### src/rtl/rose_event_arbiter.sv
`default_nettype none
// ============================================================================
//  Module   : rose_event_arbiter
//  Brief    : Rising-edge detector with timestamps on N monitor inputs. Each
//             channel holds at most one pending event. Pending events share a
//             single valid/ready event port, served in round-robin order.
//  Revision : 1.0  initial release
// ============================================================================
module rose_event_arbiter #(
  parameter int N   = 4,
  parameter int TSW = 16
) (
  input  logic                 clk,
  input  logic                 rst_n,
  input  logic [N-1:0]         sig_in,
  output logic                 evt_valid,
  input  logic                 evt_ready,
  output logic [$clog2(N)-1:0] evt_id,
  output logic [TSW-1:0]       evt_time,
  output logic [N-1:0]         pending,
  output logic [N-1:0]         overflow,
  input  logic                 clr_overflow
);

  localparam int IW = $clog2(N);

  localparam logic [0:0] S_IDLE    = 1'b0;
  localparam logic [0:0] S_PRESENT = 1'b1;

  logic [TSW-1:0] time_cnt_q;
  logic [N-1:0]   prev_q;
  logic [N-1:0]   pending_q,  pending_d;
  logic [N-1:0]   overflow_q, overflow_d;
  logic [TSW-1:0] stamp_q [N];
  logic [TSW-1:0] stamp_d [N];
  logic [0:0]     state_q, state_d;
  logic           evt_valid_q, evt_valid_d;
  logic [IW-1:0]  evt_id_q, evt_id_d;
  logic [TSW-1:0] evt_time_q, evt_time_d;
  logic [IW-1:0]  rr_ptr_q, rr_ptr_d;

  logic [N-1:0]   rise_w;
  logic [N-1:0]   consumed_w;
  logic           hs_w;
  logic           grant_found_w;
  logic [IW-1:0]  grant_id_w;

  assign rise_w = sig_in & ~prev_q;
  // evt_valid is only ever high in PRESENT, so this is the handshake
  assign hs_w   = evt_valid_q & evt_ready;

  generate
    for (genvar gi = 0; gi < N; gi++) begin : g_consumed
      assign consumed_w[gi] = hs_w && (evt_id_q == IW'(gi));
    end
  endgenerate

  // Per-channel pending/stamp/overflow update; consume takes precedence over a rise
  always_comb begin
    pending_d  = pending_q;
    overflow_d = clr_overflow ? '0 : overflow_q;
    stamp_d    = stamp_q;
    for (int i = 0; i < N; i++) begin
      if (consumed_w[i] && rise_w[i]) begin
        pending_d[i] = 1'b1;
        stamp_d[i]   = time_cnt_q;
      end else if (consumed_w[i]) begin
        pending_d[i] = 1'b0;
      end else if (rise_w[i] && pending_q[i]) begin
        overflow_d[i] = 1'b1;
      end else if (rise_w[i]) begin
        pending_d[i] = 1'b1;
        stamp_d[i]   = time_cnt_q;
      end
    end
  end

  // Round-robin search for the first pending channel starting at rr_ptr
  always_comb begin
    logic [IW:0] idx;
    grant_found_w = 1'b0;
    grant_id_w    = '0;
    idx           = '0;
    for (int k = 0; k < N; k++) begin
      idx = {1'b0, rr_ptr_q} + (IW+1)'(k);
      if (idx >= (IW+1)'(N)) begin
        idx = idx - (IW+1)'(N);
      end
      if (!grant_found_w && pending_q[idx[IW-1:0]]) begin
        grant_found_w = 1'b1;
        grant_id_w    = idx[IW-1:0];
      end
    end
  end

  // Presentation FSM: grant in IDLE, hold outputs in PRESENT until accepted
  always_comb begin
    state_d     = state_q;
    evt_valid_d = evt_valid_q;
    evt_id_d    = evt_id_q;
    evt_time_d  = evt_time_q;
    rr_ptr_d    = rr_ptr_q;
    case (state_q)
      S_IDLE: begin
        if (grant_found_w) begin
          evt_valid_d = 1'b1;
          evt_id_d    = grant_id_w;
          evt_time_d  = stamp_q[grant_id_w];
          state_d     = S_PRESENT;
        end
      end
      S_PRESENT: begin
        if (hs_w) begin
          evt_valid_d = 1'b0;
          rr_ptr_d    = (evt_id_q == IW'(N-1)) ? '0 : evt_id_q + IW'(1);
          state_d     = S_IDLE;
        end
      end
      default: begin
        state_d = S_IDLE;
      end
    endcase
  end

  // State registers
  always_ff @(posedge clk or negedge rst_n) begin
    if (!rst_n) begin
      time_cnt_q  <= '0;
      prev_q      <= '0;
      pending_q   <= '0;
      overflow_q  <= '0;
      for (int i = 0; i < N; i++) begin
        stamp_q[i] <= '0;
      end
      state_q     <= S_IDLE;
      evt_valid_q <= 1'b0;
      evt_id_q    <= '0;
      evt_time_q  <= '0;
      rr_ptr_q    <= '0;
    end else begin
      time_cnt_q  <= time_cnt_q + TSW'(1);
      prev_q      <= sig_in;
      pending_q   <= pending_d;
      overflow_q  <= overflow_d;
      stamp_q     <= stamp_d;
      state_q     <= state_d;
      evt_valid_q <= evt_valid_d;
      evt_id_q    <= evt_id_d;
      evt_time_q  <= evt_time_d;
      rr_ptr_q    <= rr_ptr_d;
    end
  end

  assign evt_valid = evt_valid_q;
  assign evt_id    = evt_id_q;
  assign evt_time  = evt_time_q;
  assign pending   = pending_q;
  assign overflow  = overflow_q;

endmodule
`default_nettype wire

### config.mk
export PLATFORM = sky130hd
export DESIGN_NAME = rose_event_arbiter
export DESIGN_NICKNAME = d
export VERILOG_FILES = /design/src/rtl/rose_event_arbiter.sv
export SDC_FILE = /design/constraint.sdc
export NUM_CORES = 1
export LEC_CHECK = 0
export CORE_MARGIN = 2
export CORE_UTILIZATION = 35
export DETAILED_ROUTE_END_ITERATION = 10
export GPL_ROUTABILITY_DRIVEN = 1
export PLACE_DENSITY = 0.56
export SLEW_MARGIN = 20
export SYNTH_ARGS = -nofsm -noshare
export SYNTH_HDL_FRONTEND = slang
export SYNTH_SLANG_ARGS = --single-unit
export TNS_END_PERCENT = 30
### constraint.sdc
create_clock -name clk -period 1.9 [get_ports clk]
set_input_delay 0.38 -clock clk [delete_from_list [all_inputs] [get_ports clk]]
set_output_delay 0.38 -clock clk [all_outputs]
set_load 0.005 [all_outputs]
; ---- Yosys cells after proc, flatten, opt, wreduce, memory -nomap -nowiden
; Cells that the tools add are included.
[word_totals]
ff_bits = 114
in_bits = 8
out_inout_bits = 27
[op_classes]
n_addsub = 9
magnitude_cmp = 9
eq_ne = 17
mux = 75
n_bitwise = 5
reduce_logical = 38
[ops]
columns = cell, n
row1 = two-way mux 16 bit, 18
row2 = two-way mux 1 bit, 40
row3 = binary-select mux 16 bit (select 2 bit), 1
row4 = two-way mux 2 bit, 9
row5 = "adder 16 x 1 -> 16 bit, second input constant", 1
row6 = logical AND 1 bit, 15
row7 = AND reduction 2 bit, 7
row8 = "greater-or-equal comparator 3 bit, second input constant", 4
row9 = "less-than comparator 2 x 3 -> 1 bit, second input constant", 4
row10 = "inequality test 3 bit, second input constant", 4
row11 = AND reduction 3 bit, 4
row12 = nonzero test 3 bit, 4
row13 = "inequality test 2 x 1 -> 1 bit, second input constant", 5
row14 = "inequality test 2 bit, second input constant", 5
row15 = binary-select mux 1 bit (select 2 bit), 4
row16 = nonzero test 2 bit, 4
row17 = "subtractor 2 x 1 -> 2 bit, second input constant", 4
row18 = "adder 2 x 2 -> 3 bit, second input constant", 2
row19 = AND 4 bit, 1
row20 = "equality test 2 bit, second input constant", 2
row21 = two-way mux 4 bit, 1
row22 = NOT 4 bit, 1
row23 = case mux 1 bit (2 select lines), 2
row24 = "adder 2 x 1 -> 3 bit, second input constant", 1
row25 = 8 further kinds, 10

; ---- Logic depth before layout (Yosys ltp)
[logic_depth]
depth_word = 18
ltp_mapped = 8
mapped_depth_nobuf = 5

; ---- Worst setup path after synthesis
; No wires, ideal clock.
[synth_timing]
kind = reg2reg
from = reg evt_id_q[0], in the netlist evt_id[0]
to = reg stamp_q[54] in the netlist's numbering
setup_ns = 0.125
t_arrival_ns = 1.783
slack_ns = -0.007
path_stages_with_launch = 7
path_buffers = 1
period_less_slack_ns = 1.907
cell_sequence = dfrtp_1 inv_1 ha_1 nand3_1 a21oi_1 buf_2 mux2_2
[synth_between]
elab_chain_len = 5
elab_cells_between_ends = 8
classes_between = 2 x eq/ne / 1 x mux / 5 x reduce/logical
[synth_lines]
columns = item, line
row1 = "start, declared", 38  ; logic [IW-1:0] evt_id_q, evt_id_d;
row2 = "start signal, assigned", 148  ; evt_id_q <= evt_id_d;
row3 = logical NOT 2 bit (*), 54  ; assign consumed_w[gi] = hs_w && (evt_id_q == IW'(gi));
row4 = logical AND 1 bit (*), 54
row5 = logical AND 1 bit, 64  ; if (consumed_w[i] && rise_w[i]) begin
row6 = "inequality test 2 bit (no source line), or another cell as far along", n/a
row7 = AND reduction 3 bit (no source line), n/a
row8 = "end signal, assigned", 145  ; stamp_q <= stamp_d;
row9 = "end, declared", 34  ; logic [TSW-1:0] stamp_q [N];
; Mark *: on every way between the ends. The rest lies on a longest branch, timed or not.
; A chain may end at the register's enable or synchronous reset.

; ---- Worst setup path in the final report
[layout_timing]
from = reg pending_q[0], in the netlist pending[0]
to = out pending[0]
[layout_rtl]
columns = item, line
row1 = "start, declared", 32  ; logic [N-1:0] pending_q, pending_d;
row2 = "start signal, assigned", 143  ; pending_q <= pending_d;
row3 = "end, declared", 20  ; output logic [N-1:0] pending,
; No word-level cell between the ends.

==> flow_summary.ini <==
[status]
status = completed

[sta]
clock_skew_ps = 7.95
min_period_over_period = 0.966
fmax_mhz = 545
period_minus_slack_ps = 1840
drv_slew = 0
relSlewSlack = 0.676
finalSetupViolCount = 0
worst_slew_pin_slew_ps = 486
setup_tns_ps = 0
rsz0062_at_grt = false
final_hold_viol_count = 0

[min_path]
worstHoldPathCells = 1
min_path_type = in -> reg
min_to = prev_q[0]
worstHoldStart = sig_in[0]

[placed_design]
gp_congestion = 0.750
dpl_cell_area_um2 = 5500
io_buffers = 34
dpl.hpwl_mm = 6.04

[worst_setup_path]
r2r-end = stamp_q[20]
path_cells = buf_6 -> clkdlybuf4s50_1
crit_arrival_ps = 1460
r2r_start = evt_id[0]
slowest_stage = clkdlybuf4s50_1
path_class = reg -> out
critPathLaunchType = flop
worst_r2r_path_depth = 6
crit_buf_inv = 2
critPathCaptureType = output port
cpPeakStageDelay_ps = 490
critPathMaxFanout = 4
cp_top_family = buffers and inverters
r2r_slack_ps = 170
required_ps = 1520

[logic_synthesis]
yosysTopAreaCell = dfrtp_1
syn_inst = 356
synth_area_um2 = 4800
synth_seq_cells = 114
netlist_top_cells_area = dfrtp_1 (59%), mux2_2 (15%), mux2i_1 (6.9%), nand2_1 (2.6%), o221ai_1 (2.0%)
syn_area_per_cell_um2 = 13.5
synth_top_area_frac = 0.594
syn_nets = 369
yosys_warnings = 0
ys_seq_area_frac = 0.594
ys_types = 35

[clock_tree]
cts_tree = built
cts.sinks = 114
clock_latency_ps = 410
clkTransAtPathRegs_ps = 50
h-tree-depth = 4
clockBufferDepth = 2
cts_setup_buffers = 0
numCtsBuffers = 17
root_buffer = clkbuf_16

[floorplanning]
num_rows = 42
die_h_um = 121
core-area_um2 = 13300
die_area_um2 = 14700
die_w_um = 121
pin_count = 35
initial_core_util = 0.360

[finish]
final_area_um2 = 6210
regArea_um2 = 2860
drive_above_1_share = 0.296
final_cell_mix = dfrtp_1 (112), mux2_2 (65), nand2_1 (33), mux2i_1 (33), clkdlybuf4s50_1 (33)
area_growth_pct = 29.2
n_antenna_cell = 0
layout_commonest_cell = dfrtp_1
n_fill_cell = 1224
finalNetCount = 423
multi_input_area_um2 = 1850

[grt]
use_met1 = 0.198
grt-ovfl-total = 0
grt_max_degree = 49
grt-busiest-layer = met2
grt_pass1_wl_mm = 16.7
grt_usage = 0.149
met3_usage = 0.0437
antenna_found_initial = 0
grt_pass1_vias = 3244
met2_usage = 0.231

[drt]
firstDrtPassIters = 4
drt_iter0_drc = 177
via_count = 2939
routed_wl_mm = 9.64
ant_nets = 0
post_drt_wl_per_cell_um = 16.1
drc = 0
viasPerCell = 4.91

[flow_run]
cap_violations = 0

[power_and_ir_drop]
leakage_uw = 0.00302
powerDensity_nw_per_um2 = 1010
irDropWorstVdd_mv = 0.600
[sequential cells by signal, summed over array words and instances, names as in the netlist]
name and cells:
stamp_q 64, rr_ptr_q 2, pending 4, evt_id 2, prev_q 4, evt_time 16, state_q 1, time_cnt_q 16
overflow 4, evt_valid 1
[metal layers]
layer / wire length [um] / vias to the layer above
met5: 0 / -
met4: 164 / 0
met3: 376 / 13
met2: 4660 / 48
met1: 4440 / 1502
li1: - / 1376
[cell usage after synthesis (all sizes together)]
cell      n
dfrtp   114
mux2     65
mux2i    33
nand2    33
o221ai   16
buf      12
xnor2    11
nand3    10
inv       8
nor2      7
nand2b    6
a21oi     5
clkbuf    5
ha        5
o22ai     4
nand4     3
o21ai     3
xor2      3
and3      2
a211o     1
a211oi    1
a21boi    1
and2      1
nor3      1
nor3b     1
nor4      1
o21a      1
o31ai     1
or2       1
or3       1
[cell families (layout without fill, tap and decap cells)]
| logic type | after synthesis | after routing | synth area share |
|---|---|---|---|
| AOI/OAI and AO/OA | 33 | 33 | 0.0573 |
| xor gates and xnor gates | 14 | 14 | 0.0255 |
| adders and majority gates | 5 | 5 | 0.0130 |
| buffers and inverters | 25 | 92 | 0.0240 |
| DFF | 114 | 114 | 0.594 |
| muxes | 98 | 98 | 0.221 |
| and+or+nand+nor | 67 | 67 | 0.0651 |
[metrics by stage]
step | std cells | worst slack [ps] | utilization | hold WS, ps | total power (uW)
final | 599 | 63.8 | 0.465 | 450 | 6280
after global routing | 599 | 9.22 | 0.465 | 442 | 6500
after CTS | 599 | 2.97 | 0.465 | 432 | 6370
after detailed placement | 566 | -89.6 | 0.412 | 377 | 2670
after global placement | 566 | -86.5 | 0.412 | 373 | 2670
after floorplan | 356 | 7.51 | - | 84.4 | 2570
[worst register-to-register path: stages, from the launching register on]
cell and delay (ps):
dfrtp_1 440, inv_1 120, ha_1 150, nand3_1 120
a21oi_2 220, buf_12 200, mux2_2 360
[report_power, final]
part | switching [uW] | total [uW] | internal (uW)
Clock | 1060 | 3650 | 2590
Combinational | 74.3 | 140 | 65.7
Sequential | 18.5 | 2490 | 2470
[worst max-delay path by stage]
stage,from,end,slack (ps),cells after the start
after floorplan,evt_id[0],stamp_q[22],8,6
after global placement,evt_ready,stamp_q[40],-90,5
after detailed placement,evt_ready,stamp_q[33],-90,5
after CTS,pending[3],pending[3],3,1
after global routing,pending[0],pending[0],9,2
final,pending[0],pending[0],60,2
[repair_timing]
| item | 4_1_cts | 5_1_grt |
|---|---|---|
| hold buffers | 1 | 0 |
| endpoints found under the hold margin | 33 | 0 |
| gates resized for setup | 0 | 3 |
| endpoints found under the setup margin | 0 | 3 |
[final cells by class]
| cell class | instances | share of cell area |
|---|---|---|
| Sequential cell | 114 | 0.460 |
| Clock buffer | 23 | 0.0786 |
| Clock inverter | 9 | 0.0321 |
| Timing Repair Buffer | 52 | 0.0913 |
| Tap cell | 176 | 0.0355 |
| Multi-Input combinational cell | 217 | 0.298 |
| Inverter | 8 | 0.00484 |
Power figures use the tool's default switching activity.
==> RTL edit: new RTL, same flow settings <==
`N`: 4 -> 8.
--- a/src/rtl/rose_event_arbiter.sv
+++ b/src/rtl/rose_event_arbiter.sv
@@ -7,7 +7,7 @@
 //  Revision : 1.0  initial release
 // ============================================================================
 module rose_event_arbiter #(
-  parameter int N   = 4,
+  parameter int N   = 8,
   parameter int TSW = 16
 ) (
   input  logic                 clk,
Ports: changed (resized evt_id, overflow, pending and sig_in); port bits go from 35 to 48. No check against the original RTL was run, so the function may have changed too.
==> RTL edit against the original RTL <==
- the flow now finishes with violations (negative setup slack)
- total power up 120%
- area after synthesis up 96%
- final area up 97%
- combinational power rose to 43 times the old value
- worst setup slack worse by 1300 ps
- register-to-register slack worse by 1500 ps
- routed wire length up 150%
- count of clock-buffer cells in the layout down 3
- sequential cell count up 78
- critical path depth up 12
- maximum frequency down 42%
- sequential power up 94%
- via count up 110%
==> RTL edit: results (changes against the original RTL) <==
| Metric | Value |
|---|---|
| Post-synth top cells | `192 x dfrtp_1, 132 x mux2_2, 117 x mux2i_1` |
| Crit-path slowest cell | `mux4_2` |
| Final Setup Violations | `21 (+21)` |
| Met1 Wirelength | `10.5 mm (+140%)` |
| R2r startpoint | `rr_ptr_q[1]$_DFFE_PN0P_` |
| Non-clock buffers | `191 (+270%)` |
| PostCTS Resize Cnt | `51 (+51)` |
| Met3 WL | `354 µm (-5.9%)` |
| Slew headroom | `74.5% (+6.9 points)` |
| Multi-In Gates | `464 (+110%)` |
| Sequential area share after synthesis | `51.2% (-8.2 points)` |
| Routed vias | `6,261 (+110%)` |
| Routed WL per cell | `19.4 µm (+21%)` |
| Gp weighted congestion | `0.837 (+12%)` |
| Synth area leaders | `dfrtp_1 51%, mux2_2 16%, mux2i_1 12%` |
| Clock sink count | `192 (+68%)` |
| Total GRT Usage | `17.0% (+2.1 points)` |
| Crit path DAT | `3480 ps (+2020 ps)` |
| Worst setup endpoint | `evt_time[0]$_DFFE_PN0P_` |
| NetSw | `4340 µW (+280%)` |
| Post-synthesis mux area share | `31.9% (+9.8 points)` |
| Layout Nets | `905 (+110%)` |
| CP peak stage delay | `530 ps (+40 ps)` |
| Post-route insts no fill | `1,228 (+110%)` |
| Port Buffers | `47 (+38%)` |
| Clock slew at reported path FFs | `70 ps (+20 ps)` |
| Status | `finished, violations left` |
| Seq/total area | `39.3% (-6.7 points)` |
| Worst setup margin | `-1280 ps (-1350 ps)` |
| Mapped Cells | `727 (+100%)` |
| Failing checks | `negative setup slack` |
| P_leak | `0.00589 µW (+95%)` |
[RTL edit: changes by cell type after synthesis, sizes merged, moves of 9 or more]
cell,change
mux2i,+86
dfrtp,+78
mux2,+68
nor2,+25
a21oi,+23
clkbuf,+23
o221ai,-15
buf,+14
mux4,+13
inv,+9
[RTL edit: routing by layer]
| layer | vias up | GRT usage [%] |
|---|---|---|
| li1 | 2886 | - |
| met2 | 80 | 29.6 |
| met4 | 0 | 7.45 |
| met1 | 3255 | 21.2 |
| met5 | - | 0 |
| met3 | 40 | 2.28 |
[RTL edit: power groups by stage]
stage | Sequential (µW) | Combinational, µW | Clock, µW
3_5_place_dp | 4890 | 5130 | 0
6_report | 4820 | 6060 | 3210
2_1_floorplan | 4810 | 3140 | 0
4_1_cts | 4820 | 5650 | 3290
3_3_place_gp | 4870 | 5050 | 0
5_1_grt | 4870 | 6450 | 3480
[RTL edit: per-stage QoR]
stage	utilization [%]	setup TNS, ps	instance area (µm²)
finish	46.8	-23800	12300
global route	46.8	-27450	12300
CTS	45.6	-23870	12000
detailed placement	42.3	-67090	11100
global placement	42.3	-66240	11100
floorplan	-	-35370	9460
[RTL edit: worst register-to-register path, cell delays in order (launching register included)]
cell and delay, ps:
dfrtp_1 420, clkinv_4 80, ha_4 310, buf_12 110
mux4_2 530, mux2i_4 210, buf_4 150, o21ba_2 120
o221a_4 240, buf_4 150, buf_12 150, mux2i_1 240
mux2i_1 100, mux2i_1 170, a21oi_1 80
[RTL edit: cell families after synthesis]
family                     count (synthesis)
AOI/OAI and AO/OA                         62
xor gates and xnor gates                  16
adders and majority gates                  9
buffers and inverters                     72
DFF                                      192
muxes                                    265
and+or+nand+nor                          111
